<file path="src/rtl/ring_counter_pkg.sv">
// Shared types and helpers for the parametrised ring/Johnson counter.
// Mode and direction encodings are fixed so port-level bits map directly onto them.
package ring_counter_pkg;

    typedef enum logic {
        MODE_RING    = 1'b0,
        MODE_JOHNSON = 1'b1
    } mode_e;

    typedef enum logic {
        DIR_LEFT  = 1'b0,
        DIR_RIGHT = 1'b1
    } dir_e;

    localparam int unsigned MAX_WIDTH = 32;

    // Seed is returned at full width; callers truncate to their own WIDTH.
    function automatic logic [MAX_WIDTH-1:0] seed_fn(input int unsigned width, input mode_e mode);
        logic [MAX_WIDTH-1:0] s;
        s = '0;
        if (mode == MODE_RING) begin
            s = MAX_WIDTH'(1) << (width - 1);
        end
        return s;
    endfunction

endpackage

</file>
<file path="src/rtl/ring_counter_legal_chk.sv">
// Combinational legality check of a counter value for the given sequencing mode.
// Johnson-legal values are exactly 0..01..1 or 1..10..0 patterns (including all-0/all-1).
module ring_counter_legal_chk
    import ring_counter_pkg::*;
#(
    parameter int unsigned WIDTH = 4
) (
    input  logic [WIDTH-1:0] value,
    input  logic             mode,
    output logic             legal
);

    logic [WIDTH-1:0] inv_value;
    logic             low_run;
    logic             high_run;
    logic             one_hot;

    always_comb begin
        inv_value = ~value;
        // x & (x+1) clears the lowest run of ones; zero means x was a single low-anchored run.
        low_run   = ((value & (value + WIDTH'(1))) == '0);
        high_run  = ((inv_value & (inv_value + WIDTH'(1))) == '0);
        one_hot   = (value != '0) && ((value & (value - WIDTH'(1))) == '0);
        if (mode == MODE_JOHNSON) begin
            legal = low_run || high_run;
        end else begin
            legal = one_hot;
        end
    end

endmodule

</file>
<file path="src/rtl/ring_counter_param.sv">
// N-bit one-hot ring / Johnson sequencer with bidirectional shift, parallel load
// and self-correction of illegal states. All outputs are registered.
module ring_counter_param
    import ring_counter_pkg::*;
#(
    parameter int unsigned WIDTH = 4
) (
    input  logic             clk,
    input  logic             rst,
    input  logic             en,
    input  logic             mode,
    input  logic             dir,
    input  logic             load,
    input  logic [WIDTH-1:0] load_val,
    output logic [WIDTH-1:0] dout,
    output logic             wrap,
    output logic             err
);

    mode_e            mode_in;
    dir_e             dir_in;
    mode_e            mode_q;
    mode_e            mode_d;
    logic [WIDTH-1:0] dout_q;
    logic [WIDTH-1:0] dout_d;
    logic             wrap_q;
    logic             wrap_d;
    logic             err_q;
    logic             err_d;
    logic [WIDTH-1:0] seed_in;
    logic [WIDTH-1:0] seed_cur;
    logic [WIDTH-1:0] shifted;
    logic             legal;

    assign mode_in  = mode_e'(mode);
    assign dir_in   = dir_e'(dir);
    assign seed_in  = WIDTH'(seed_fn(WIDTH, mode_in));
    assign seed_cur = WIDTH'(seed_fn(WIDTH, mode_q));

    ring_counter_legal_chk #(
        .WIDTH(WIDTH)
    ) u_legal_chk (
        .value(dout_q),
        .mode (mode_q),
        .legal(legal)
    );

    always_comb begin
        shifted = dout_q;
        unique case ({mode_q, dir_in})
            {MODE_RING,    DIR_LEFT}:  shifted = {dout_q[WIDTH-2:0], dout_q[WIDTH-1]};
            {MODE_RING,    DIR_RIGHT}: shifted = {dout_q[0], dout_q[WIDTH-1:1]};
            {MODE_JOHNSON, DIR_LEFT}:  shifted = {dout_q[WIDTH-2:0], ~dout_q[WIDTH-1]};
            {MODE_JOHNSON, DIR_RIGHT}: shifted = {~dout_q[0], dout_q[WIDTH-1:1]};
            default:                   shifted = dout_q;
        endcase
    end

    // Priority below reset: load, mode change, illegal-state correction, shift, hold.
    always_comb begin
        dout_d = dout_q;
        mode_d = mode_q;
        wrap_d = 1'b0;
        err_d  = 1'b0;
        if (load) begin
            dout_d = load_val;
        end else if (mode_in != mode_q) begin
            mode_d = mode_in;
            dout_d = seed_in;
        end else if (!legal) begin
            dout_d = seed_cur;
            err_d  = 1'b1;
        end else if (en) begin
            dout_d = shifted;
            wrap_d = (shifted == seed_cur);
        end
    end

    always_ff @(posedge clk) begin
        if (rst) begin
            dout_q <= seed_in;
            mode_q <= mode_in;
            wrap_q <= 1'b0;
            err_q  <= 1'b0;
        end else begin
            dout_q <= dout_d;
            mode_q <= mode_d;
            wrap_q <= wrap_d;
            err_q  <= err_d;
        end
    end

    assign dout = dout_q;
    assign wrap = wrap_q;
    assign err  = err_q;

endmodule
</file>
<file path="config.mk">
export PLATFORM = sky130hd
export DESIGN_NAME = ring_counter_param
export DESIGN_NICKNAME = d
export VERILOG_FILES = /design/src/rtl/ring_counter_pkg.sv /design/src/rtl/ring_counter_legal_chk.sv /design/src/rtl/ring_counter_param.sv
export SDC_FILE = /design/constraint.sdc
export NUM_CORES = 1
export LEC_CHECK = 0
export ABC_CLOCK_PERIOD_IN_PS = 2290
export CAP_MARGIN = 20
export CORE_AREA = 2 2 39 41
export DETAILED_ROUTE_END_ITERATION = 10
export DIE_AREA = 0 0 41 43
export GPL_TIMING_DRIVEN = 0
export PLACE_DENSITY = 0.73
export SYNTH_ARGS = -nofsm -noshare
export SYNTH_HDL_FRONTEND = slang
export SYNTH_SLANG_ARGS = --single-unit
export TNS_END_PERCENT = 5
</file>
<file path="constraint.sdc">
create_clock -name clk -period 2.29 [get_ports clk]
set_input_delay 0.3435 -clock clk [delete_from_list [all_inputs] [get_ports clk]]
set_output_delay 0.3435 -clock clk [all_outputs]
set_load 0.03 [all_outputs]
</file>
==> summary.md <==
| Metric | Value |
|---|---|
| Status | `completed` |
| Largest net degree at the start of global routing | `11` |
| Final slew viol count | `0` |
| H-tree Lvls | `1` |
| Total grt overflow | `0` |
| Clock Power Share | `26.7%` |
| DIE WIDTH | `41 microns` |
| I/O Buffers | `14` |
| Tmin final | `2.04 ns` |
| WP data arrival | `2.10 ns` |
| Cell Area, Synth | `592 sq um` |
| Power density over the cells | `583 mW/mm^2` |
| TritonRoute pass-1 iters | `4` |
| Multi-input gate area | `363 sq um` |
| Root buf cell | `clkbuf_4` |
| CP endpoint kind | `register` |
| Avg Cell Area, Syn | `8.11 sq um` |
| Final Skew | `0.000569 ns` |
| CTS tree | `built` |
| Final hold viol count | `0` |
| Vias post-DR | `642` |
| Fillers | `124` |
| Floorplan row count | `14` |
| P_leak | `0.264 nW` |
| CTS Buffer Depth | `2` |
| Crit path capture | `dout[3]` |
| HPWL after DPL | `1.12 mm` |
| Ys Warns | `0` |
| FF+latch count, synth | `7` |
| Post-CTS Resized | `0` |
| Post-CTS Setup Repair Bufs | `0` |
| Flop2flop setup slack | `0.29 ns` |
| Worst Max-Slew Pin Slew | `0.450 ns` |
| RSZ-0062 raised after global routing | `false` |
| Area Overhead vs Synth | `31.5%` |
| Main synth FF type | `edfxtp_1` |
| Reg2reg path depth | `4` |
| Seq/Total Area, Yosys | `32.1%` |
| Distinct cells, synth | `34` |
| I/O pins | `16` |
| Int Power | `293 uW` |
| Max cap viols | `0` |
| Logic pwr share | `38.0%` |
| CTS Sinks | `7` |
| CP startpoint kind | `input port` |
| Post-CTS Hold Buffers | `0` |
| Post-synth EDFFs | `5` |
| Syn_nets | `83` |
| Setup TNS | `0 ns` |
| Die area | `0.00176 sq mm` |
| Layout cell share with drive strength beyond 1 | `8.79%` |
| First-pass GRT wire length | `2.42 mm` |
| Final Net Count | `102` |
| DRT iter0 DRCs | `23` |
| Clock slew at the register clock pins of the worst setup and hold paths | `0.05 ns` |
| Total GRT Usage | `20.1%` |
| Slew HR | `69.6%` |
| Starting Density | `42.8%` |
| Register area | `190 sq um` |
| Final setup viols | `0` |
| Final Non-Filler Cells | `107` |
| Gp weighted congestion | `0.853` |
| Final Cycle Share | `89.2%` |
| Synth async-reset ratio | `0%` |
| P_sw | `161 uW` |
| Largest fanout on the critical path | `10` |
| DRT antenna net count | `0` |
| Maximum VDD drop | `471 uV` |
| Top achievable clock speed | `490 MHz` |
| Crit path from | `dir` |
| Worst r2r dst | `dout[0]` |
| DR WL/cell | `14.2 microns` |
| CP Data Required Time | `2.35 ns` |
| Die height | `43 microns` |
| DRT Wirelength | `1.52 mm` |
| Mapped Cells | `73` |
| DRC | `0` |
| Cts bufs inserted | `3` |
| DR vias/cell | `6.00` |
| Vias in the first global route | `545` |
| Hold Crit Class | `in2reg` |
| Crit Path Class | `in2reg` |
| Reg power frac | `35.3%` |
| Antenna violations before repair | `0` |
| Cells after DPL | `103` |
| ANT cells | `0` |
| Sw Share | `35.5%` |
| Clock Latency Late Sink | `0.27 ns` |
| Core area | `0.00138 sq mm` |
| RR Startpoint | `mode_q` |
==> metrics by stage <==
stage	power [mW]	util [%]	setup slack [ns]	hold slack [ns]	area (sq um)
2_1_floorplan	0.276	-	0.368	0.442	592
3_3_place_gp	0.330	54.3	0.0199	0.871	752
3_5_place_dp	0.333	54.3	-0.0114	0.880	752
4_1_cts	0.455	56.2	0.261	0.601	778
5_1_grt	0.477	56.2	0.0925	0.636	778
6_report	0.454	56.2	0.248	0.606	778
==> worst min path at each step <==
| stage | cells past startpoint | slack, ns | start | endpoint |
|---|---|---|---|---|
| after floorplan | 0 | 0.44 | mode | mode_q |
| after global placement | 3 | 0.87 | load | dout[2] |
| after detailed placement | 3 | 0.88 | load | dout[1] |
| after CTS | 3 | 0.60 | load | dout[1] |
| after global routing | 3 | 0.64 | load | dout[1] |
| final | 3 | 0.61 | load | dout[1] |
==> layer usage <==
metal	up-vias	global-route usage (%)	routed length, microns
met4	0	6.00	24
met1	306	27.6	669
met3	2	6.28	69
li1	316	-	-
met5	-	0	0
met2	18	29.4	759
==> cell usage after synthesis (2+ instances only) <==
cell type  instances  area (sq um)
nand2_1            8          30.0
edfxtp_1           5           150
nor2_1             5          18.8
nor4b_1            5          43.8
buf_2              4          20.0
nand3_1            4          20.0
nor3b_1            4          30.0
clkbuf_1           3          11.3
a21oi_1            2          10.0
dfxtp_1            2          40.0
inv_1              2          7.51
nand2b_1           2          12.5
nor2b_1            2          12.5
o21ai_0            2          10.0
o22ai_1            2          12.5
o311ai_1           2          17.5
or3_1              2          12.5
==> sequential cells by signal, summed over array words and instances, names as in the netlist <==
signal / cells
dout: 4
err: 1
mode_q: 1
wrap: 1
==> kinds of logic after synthesis <==
group	share of synthesized area, %
AOI/OAI and AO/OA	21.4
DFF	32.1
muxes	1.90
and+or+nand+nor	35.1
xor gates and xnor gates	2.96
buffers and inverters	6.55
==> cell type report <==
type | count | area share (%)
buffer | 7 | 4.02
clock buffer | 4 | 3.38
inverter | 2 | 0.965
multi-input combinational | 57 | 46.6
sequential | 7 | 24.4
tap | 16 | 2.57
timing repair buffer | 14 | 18.0
==> placed cells by master (no fill, tap or decap), drive strengths merged, types with 2 or more instances in the layout <==
master / count
nand2b: 2
dfxtp: 2
o21ai: 3
buf: 4
nor3b: 4
inv: 2
o22ai: 2
nand3: 4
clkdlybuf4s50: 14
edfxtp: 5
or3: 2
nor2: 5
nand2: 8
o311ai: 2
clkbuf: 7
nor4b: 5
nor2b: 2
a21oi: 2
==> worst max-delay path: stages <==
cell and delay [ns]:
clkdlybuf4s50_1 0.52, clkbuf_1 0.35, nor3b_1 0.10, a221oi_1 0.33, nand3_1 0.12, o311ai_1 0.33
==> power groups by stage <==
stage | Clock, mW | Sequential, mW | Combinational, mW
6_report | 0.121 | 0.160 | 0.172
5_1_grt | 0.128 | 0.162 | 0.187
4_1_cts | 0.124 | 0.160 | 0.171
3_5_place_dp | 0 | 0.163 | 0.170
3_3_place_gp | 0 | 0.162 | 0.168
2_1_floorplan | 0 | 0.179 | 0.0976
Note: power is estimated with default switching activity, not from simulation.
